## config.mk

```make
export PLATFORM = sky130hd
export DESIGN_NAME = dircc_avalon_st_packet_arbiter
export DESIGN_NICKNAME = d
export VERILOG_FILES = /design/src/rtl/dircc_avalon_st_packet_arbiter.sv
export SDC_FILE = /design/constraint.sdc
export NUM_CORES = 1
export LEC_CHECK = 0
export ABC_CLOCK_PERIOD_IN_PS = 2390
export CAP_MARGIN = 20
export CORE_MARGIN = 10
export CORE_UTILIZATION = 34
export CTS_BUF_LIST = sky130_fd_sc_hd__clkbuf_8
export CTS_CLUSTER_DIAMETER = 30
export DETAILED_ROUTE_END_ITERATION = 7
export PLACE_DENSITY = 0.81
export SYNTH_ARGS = -nofsm -noshare
export SYNTH_HDL_FRONTEND = slang
export SYNTH_SLANG_ARGS = --single-unit
```

## constraint.sdc

```tcl
create_clock -name clk -period 2.39 [get_ports clk]
set_clock_uncertainty 0.15 [all_clocks]
set_input_delay 0.3585 -clock clk [delete_from_list [all_inputs] [get_ports clk]]
set_output_delay 0.3585 -clock clk [all_outputs]
set_load 0.01 [all_outputs]
```

## src/rtl/dircc_avalon_st_packet_arbiter.sv

```systemverilog
// Packet-granular round-robin arbiter: NUM_INPUTS Avalon-ST sources share one
// Avalon-ST sink. A granted source owns the output until its EOP beat
// transfers. A small Avalon-MM status slave reports grant state, a sticky
// protocol-error flag and a packet counter, both clear-on-read.
module dircc_avalon_st_packet_arbiter #(
    parameter int DATA_WIDTH = 32,
    parameter int NUM_INPUTS = 4,
    parameter int GRANT_W    = 3
) (
    input  logic                             clk,
    input  logic                             reset_n,
    input  logic [NUM_INPUTS*DATA_WIDTH-1:0] in_data,
    input  logic [NUM_INPUTS*2-1:0]          in_empty,
    input  logic [NUM_INPUTS-1:0]            in_startofpacket,
    input  logic [NUM_INPUTS-1:0]            in_endofpacket,
    input  logic [NUM_INPUTS-1:0]            in_valid,
    output logic [NUM_INPUTS-1:0]            in_ready,
    output logic [DATA_WIDTH-1:0]            out_data,
    output logic [1:0]                       out_empty,
    output logic                             out_startofpacket,
    output logic                             out_endofpacket,
    output logic                             out_valid,
    input  logic                             out_ready,
    input  logic                             address,
    output logic [15:0]                      readdata,
    input  logic                             read_n
);

    localparam int unsigned NI = NUM_INPUTS;

    typedef enum logic {
        IDLE   = 1'b0,
        LOCKED = 1'b1
    } state_t;

    state_t             state;
    state_t             state_next;
    logic [GRANT_W-1:0] grant;
    logic [GRANT_W-1:0] rr_ptr;
    logic [GRANT_W-1:0] arb_idx;
    logic [GRANT_W-1:0] grant_inc;
    logic               first_beat;
    logic               beat_xfer;
    logic               eop_xfer;
    logic               proto_err;
    logic               err;
    logic [15:0]        pkt_count;
    logic               rd_status;
    logic               rd_count;

    // Round-robin pick: lowest valid index at or above rr_ptr, else lowest valid index (wrap)
    always_comb begin
        logic [GRANT_W-1:0] arb_hi;
        logic [GRANT_W-1:0] arb_lo;
        logic               found_hi;
        logic               found_lo;
        arb_hi   = '0;
        arb_lo   = '0;
        found_hi = 1'b0;
        found_lo = 1'b0;
        for (int unsigned i = 0; i < NI; i++) begin
            if (in_valid[i]) begin
                if (!found_lo) begin
                    arb_lo   = GRANT_W'(i);
                    found_lo = 1'b1;
                end
                if (!found_hi && (GRANT_W'(i) >= rr_ptr)) begin
                    arb_hi   = GRANT_W'(i);
                    found_hi = 1'b1;
                end
            end
        end
        arb_idx = found_hi ? arb_hi : arb_lo;
    end

    assign grant_inc = (grant == GRANT_W'(NUM_INPUTS - 1)) ? '0 : grant + 1'b1;
    assign beat_xfer = out_valid & out_ready;
    assign eop_xfer  = beat_xfer & out_endofpacket;
    assign proto_err = beat_xfer & first_beat & ~out_startofpacket;
    assign rd_status = ~read_n & ~address;
    assign rd_count  = ~read_n & address;

    // State register
    always_ff @(posedge clk) begin
        if (!reset_n) begin
            state <= IDLE;
        end else begin
            state <= state_next;
        end
    end

    // Next state: one arbitration cycle in IDLE, hold LOCKED until the EOP beat transfers
    always_comb begin
        state_next = state;
        case (state)
            IDLE:    if (|in_valid) state_next = LOCKED;
            LOCKED:  if (eop_xfer)  state_next = IDLE;
            default: state_next = IDLE;
        endcase
    end

    // Output path: combinational mux from the granted source while LOCKED, all zero in IDLE
    always_comb begin
        in_ready          = '0;
        out_data          = '0;
        out_empty         = '0;
        out_startofpacket = 1'b0;
        out_endofpacket   = 1'b0;
        out_valid         = 1'b0;
        if (state == LOCKED) begin
            for (int unsigned i = 0; i < NI; i++) begin
                if (grant == GRANT_W'(i)) begin
                    out_data          = in_data[i*DATA_WIDTH +: DATA_WIDTH];
                    out_empty         = in_empty[i*2 +: 2];
                    out_startofpacket = in_startofpacket[i];
                    out_endofpacket   = in_endofpacket[i];
                    out_valid         = in_valid[i];
                    in_ready[i]       = out_ready;
                end
            end
        end
    end

    // Grant, round-robin pointer and first-beat tracking
    always_ff @(posedge clk) begin
        if (!reset_n) begin
            grant      <= '0;
            rr_ptr     <= '0;
            first_beat <= 1'b0;
        end else begin
            if (state == IDLE) begin
                if (|in_valid) begin
                    grant      <= arb_idx;
                    first_beat <= 1'b1;
                end
            end else if (beat_xfer) begin
                first_beat <= 1'b0;
                if (out_endofpacket) begin
                    rr_ptr <= grant_inc;
                end
            end
        end
    end

    // Status slave: sticky error and packet counter with clear-on-read; a same-cycle event wins over the clear
    always_ff @(posedge clk) begin
        if (!reset_n) begin
            err       <= 1'b0;
            pkt_count <= '0;
            readdata  <= '0;
        end else begin
            if (proto_err) begin
                err <= 1'b1;
            end else if (rd_status) begin
                err <= 1'b0;
            end

            if (rd_count) begin
                pkt_count <= eop_xfer ? 16'd1 : 16'd0;
            end else if (eop_xfer) begin
                pkt_count <= pkt_count + 16'd1;
            end

            if (!read_n) begin
                if (address) begin
                    readdata <= pkt_count;
                end else begin
                    readdata <= {state == LOCKED, err, {(14 - GRANT_W){1'b0}}, grant};
                end
            end
        end
    end

endmodule
```

==> results.py <==
metrics = {
    "run_status": {
        "run_status": "finished with violations",
        "violations": "design-rule violations, negative setup slack",
    },
    "logic_synthesis": {
        "ys_ff_latch": 39,
        "synth_fp_nets": 614,
        "synth_area_leader_cell": "dfxtp_1",
        "async_flop_share_pct": 0,
        "ys_warn_count": 0,
        "syn-cell-area_mm2": 0.003128,
        "seq_area_frac_synth_pct": 24.96,
        "synthCells": 456,
        "synth_commonest_cells": "55 x a21oi_1, 48 x nand2_1, 39 x dfxtp_1, 39 x nor2_1, 38 x nor2b_1",
        "synth.distinct_cells": 42,
        "ys_top_cells_by_area": "dfxtp_1 25%, a221oi_1 9.2%, a21oi_1 8.8%",
        "synth_edf_count": 0,
        "synthFlopType": "dfxtp_1",
        "synth.most_common_cell": "a21oi_1",
        "yosysTopAreaCellShare_pct": 24.96,
        "synth_area_per_cell_um2": 6.860,
    },
    "detailed_routing": {
        "wire_per_inst_um": 23.71,
        "dr.pass1.iters": 7,
        "totalWireLength_um": 19210,
        "antenna_left": 0,
        "vias_per_cell": 5.877,
        "first_iter_violations": 473,
        "vias": 4760,
        "drc_errors": 1,
    },
    "global_routing": {
        "antenna_found_initial": 0,
        "grt_pass1_vias": 4449,
        "grt_pass1_wl_um": 24240,
        "overflow": 0,
        "grt_max_degree": 35,
        "groute.usage.overall_pct": 22.94,
    },
    "timing": {
        "fin_hold_ws_ps": 336.3,
        "fin_crit_sh_pct": 111.8,
        "relSlewSlack_pct": 57.61,
        "finalHoldViolCount": 0,
        "setup_viol": 56,
        "clock.fmax_mhz": 374.4,
        "fin_ws_ps": -281.3,
        "grt_setup_unrepaired": "yes",
        "worst_pin_slew_ps": 634.3,
        "finalMaxSlewViolations": 0,
        "layout_min_cycle_time_ps": 2671,
    },
    "final_layout": {
        "drive_gt1_share_pct": 29.20,
        "area_growth_pct": 113.1,
        "n_antenna_cell": 0,
        "num-fill-cells": 544,
        "nets": 859,
        "design_area_mm2": 0.006666,
    },
    "placed_design": {
        "dpl-instance-area_mm2": 0.005543,
        "gp_congestion": 0.8780,
        "port_buffers": 209,
        "place_hpwl_um": 12340,
    },
    "pwr": {
        "vdd_drop_max_uv": 220.2,
        "p_per_area_mw_per_mm2": 338.2,
        "p_leak_nw": 2.562,
    },
    "setup_path": {
        "required_ps": 2390,
        "path_class": "reg -> reg",
        "critPathMaxFanout": 5,
        "crit_arrival_ps": 2670,
        "cp-end-kind": "flip-flop",
        "cp-start-kind": "flip-flop",
    },
    "clock_tree": {
        "clk_latency_ps": 300,
        "cts_buffers": 5,
        "cts_root_buffer": "clkbuf_8",
        "h-tree-depth": 2,
        "ctsHoldBuffers": 0,
        "cts_tree": "done",
        "cts_num_sinks": 39,
        "cts.path.max_buffers": 2,
        "path_clk_slew_ps": 80,
    },
    "die": {
        "die_area_mm2": 0.01344,
        "row_count": 34,
        "initial_core_util_pct": 35.35,
        "num_io_pins": 210,
        "die_w_um": 115.9,
        "core_area_mm2": 0.008848,
        "fp.dieH_um": 115.9,
    },
    "worst_hold_path": {
        "worst_hold_path_type": "reg -> reg",
    },
    "job": {
        "maxCapViolCount": 0,
    },
}
-- where the power goes --
group / switching, mW / total (mW) / internal [mW]
clock network: 0.232 / 0.429 / 0.196
logic: 0.526 / 1.16 / 0.634
registers: 0.00897 / 0.665 / 0.656
-- cells by family (layout without fill, tap and decap cells) --
| kind of cell | after synthesis | count (layout) | synth area share, % |
|---|---|---|---|
| compound gates | 137 | 137 | 29.04 |
| fa+ha+maj | 5 | 5 | 2.000 |
| buf+inv | 50 | 296 | 6.320 |
| flops | 39 | 39 | 24.96 |
| mux | 5 | 5 | 1.600 |
| simple gates | 220 | 220 | 36.08 |
-- cell type report --
type / count / area (um2) / share of cell area, %
sequential: 39 / 785.8 / 11.79
inverter: 10 / 42.54 / 0.6381
tap: 108 / 135.1 / 2.027
timing repair buffer: 278 / 2730 / 40.95
clock buffer: 5 / 68.82 / 1.032
clock inverter: 3 / 12.51 / 0.1877
multi-input combinational: 367 / 2892 / 43.37
-- through the flow --
step | worst slack (ps) | TNS, ps | std cells | utilization (%) | total power [mW]
final | -281.3 | -6267 | 810 | 75.34 | 2.254
after global routing | -333.4 | -10040 | 810 | 75.34 | 2.346
after CTS | -113.5 | -2434 | 796 | 68.40 | 2.036
after detailed placement | -234.2 | -8458 | 770 | 62.64 | 1.511
after global placement | -191.2 | -5586 | 770 | 62.64 | 1.499
after floorplan | 24.97 | 0 | 456 | - | 1.012
-- critical path: stages (launching register included) --
cell       delay [ps]
dfxtp_2           370
buf_6             140
ha_4              150
buf_12            130
a21oi_1            80
a2111oi_4         440
buf_4             210
o2111ai_4         130
buf_4             210
o31ai_1           350
a21oi_1           170
-- path summary, 6_finish.rpt --
check	from	to	slack, ps	depth (start not counted)
worst max register to register	grant[1]	pkt_count[12]	-280	10
worst max-delay path	grant[1]	pkt_count[12]	-280	10
worst min-delay path	first_beat	first_beat	340	2
worst min register to register	first_beat	first_beat	340	2
-- placed cells by master (no fill, tap or decap), types with 8 or more instances in the layout --
cell type	n
nor3_1	14
nor3_2	15
buf_12	8
nor2b_1	34
a221oi_2	16
a21oi_1	45
buf_4	44
o21ai_0	23
clkdlybuf4s50_1	170
buf_6	14
nor2_1	38
inv_1	9
nand2_1	48
dfxtp_1	37
buf_2	31
a221oi_4	17
a21oi_2	10
and2_1	22
-- flip-flops by register name (all words and copies together), names as in the netlist --
signal	count
err	1
first_beat	1
grant	2
pkt_count	16
readdata	16
rr_ptr	2
state	1
-- routing by layer --
metal	GRT usage [%]	share of wire, %	vias up
li1	-	-	2148
met1	24.72	35	2257
met2	42.32	52	291
met3	6.667	9.0	64
met4	6.839	4.0	0
met5	0	0	-
-- timing repair --
item	4_1_cts	5_1_grt
setup endpoints to repair	58	59
pin swaps	32	40
buffers inserted	14	12
cloned	4	2
gates resized for setup	225	90
(Power assumes the default switching activity.)
==> variant, RTL diff (same flow settings) <==
The parameter `NUM_INPUTS` goes from 4 to 5.
--- a/src/rtl/dircc_avalon_st_packet_arbiter.sv
+++ b/src/rtl/dircc_avalon_st_packet_arbiter.sv
@@ -6,3 +6,3 @@
     parameter int DATA_WIDTH = 32,
-    parameter int NUM_INPUTS = 4,
+    parameter int NUM_INPUTS = 5,
     parameter int GRANT_W    = 3
Interface: changed (6 resized); port bits go from 210 to 248. The function was not compared with the original's and may differ.
==> variant against the original RTL <==
- the flow finishes with violations (setup timing)
- final area increased by 11%
- register-to-register slack improved by 0.14 ns
- total power increased by 17%
- area after synthesis increased by 11%
- combinational power increased by 19%
- routed wire length increased by 17%
- setup slack improved by 0.023 ns
- largest cell class is now buffers
- sequential cell count increased by 2
==> variant: results (changes against the original RTL) <==
[outcome]
status=finished with violations
violations=setup timing

[setup_path]
rr_endpoint=pkt_count[15]
max_stage_delay_ns=0.40  ; -0.04 ns
arrival_ns=2.14  ; -0.53 ns
crit_path_end=out_data[16]
path_delay_family=buffers and inverters
worst-r2r-setup-slack_ns=-0.14  ; +0.14 ns
critPathLaunch=grant[0]
crit_path_top_delay_cell=dfxtp_4
cp_max_fo=8  ; +3

[placed_design]
place_ws_ns=-0.404  ; -0.169 ns
placed_cell_area_mm2=0.00649  ; +17%
port_buffers=247  ; +18%
dpl.hpwl_mm=16.2  ; +31%
gp_congestion=1.03  ; +17%

[timing]
maxSlewHeadroom_pct=63.7  ; +6.0 points
setup_violations=47  ; -16%
holdWs_ns=0.320  ; -0.0163 ns
setup_ws_ns=-0.258  ; +0.0230 ns

[cells_and_area]
layout.nets=999  ; +16%

[min_path]
hold_path_end=readdata[9]
hp-start=readdata[9]

[global_routing]
track_usage_pct=27.9  ; +5.0 points
use_met2_pct=50.8  ; +8.5 points
grt_max_degree=34  ; -2.9%
met3_usage_pct=8.24  ; +1.6 points
grt_pass1_wl_mm=32.3  ; +33%
grtUsageMet1_pct=30.2  ; +5.4 points

[clocking]
cts-resized-gates=235  ; +4.4%
post-cts-setup-buffers=12  ; -2

[pwr]
ir_drop_uv=568  ; +160%
internal_power_mw=1.79  ; +21%

[detailed_routing]
vias=5497  ; +15%
dr.pass1.iters=5  ; -2
highest_layer=met5
routed_wl_mm=22.4  ; +17%
drt_iter0_drc=502  ; +6.1%
wl_met2_mm=11.6  ; +15%

[synthesis]
netlist_instances=521  ; +14%
syn-num-nets=717  ; +17%
synthTopCellsByCount=a21oi_1 (107), nor2_1 (58), o21ai_0 (46)

[variant: changes by cell type in the layout (fill, tap and decap cells not counted), sizes merged, moves of 4 or more]
cell / change
a21oi: +52
clkdlybuf4s50: +35
nor2b: -32
nand2: -24
o21ai: +20
and2: -19
nor2: +19
buf: +13
nand3: +8
nand3b: +8
or4: +5
or3: -4
[variant: cell families (layout without fill, tap and decap cells)]
logic type	after synthesis	count (layout)	synth area share (%)
other	0	3	0
AOI/OAI and AO/OA	219	219	38.1
muxes	7	7	2.01
and+or+nand+nor	185	185	26.9
buffers and inverters	63	346	7.22
DFF	41	41	23.6
adders and majority gates	6	6	2.16
[variant: area by class of cell]
cell class	count	area, µm²	area share, %
Clock buffer	6	82.6	1.12
Clock inverter	2	33.8	0.457
Timing Repair Buffer	328	3250	43.9
Inverter	10	40.0	0.541
Tap cell	133	166	2.25
Sequential cell	41	826	11.2
Antenna cell	3	7.51	0.102
Multi-Input combinational cell	417	2990	40.4
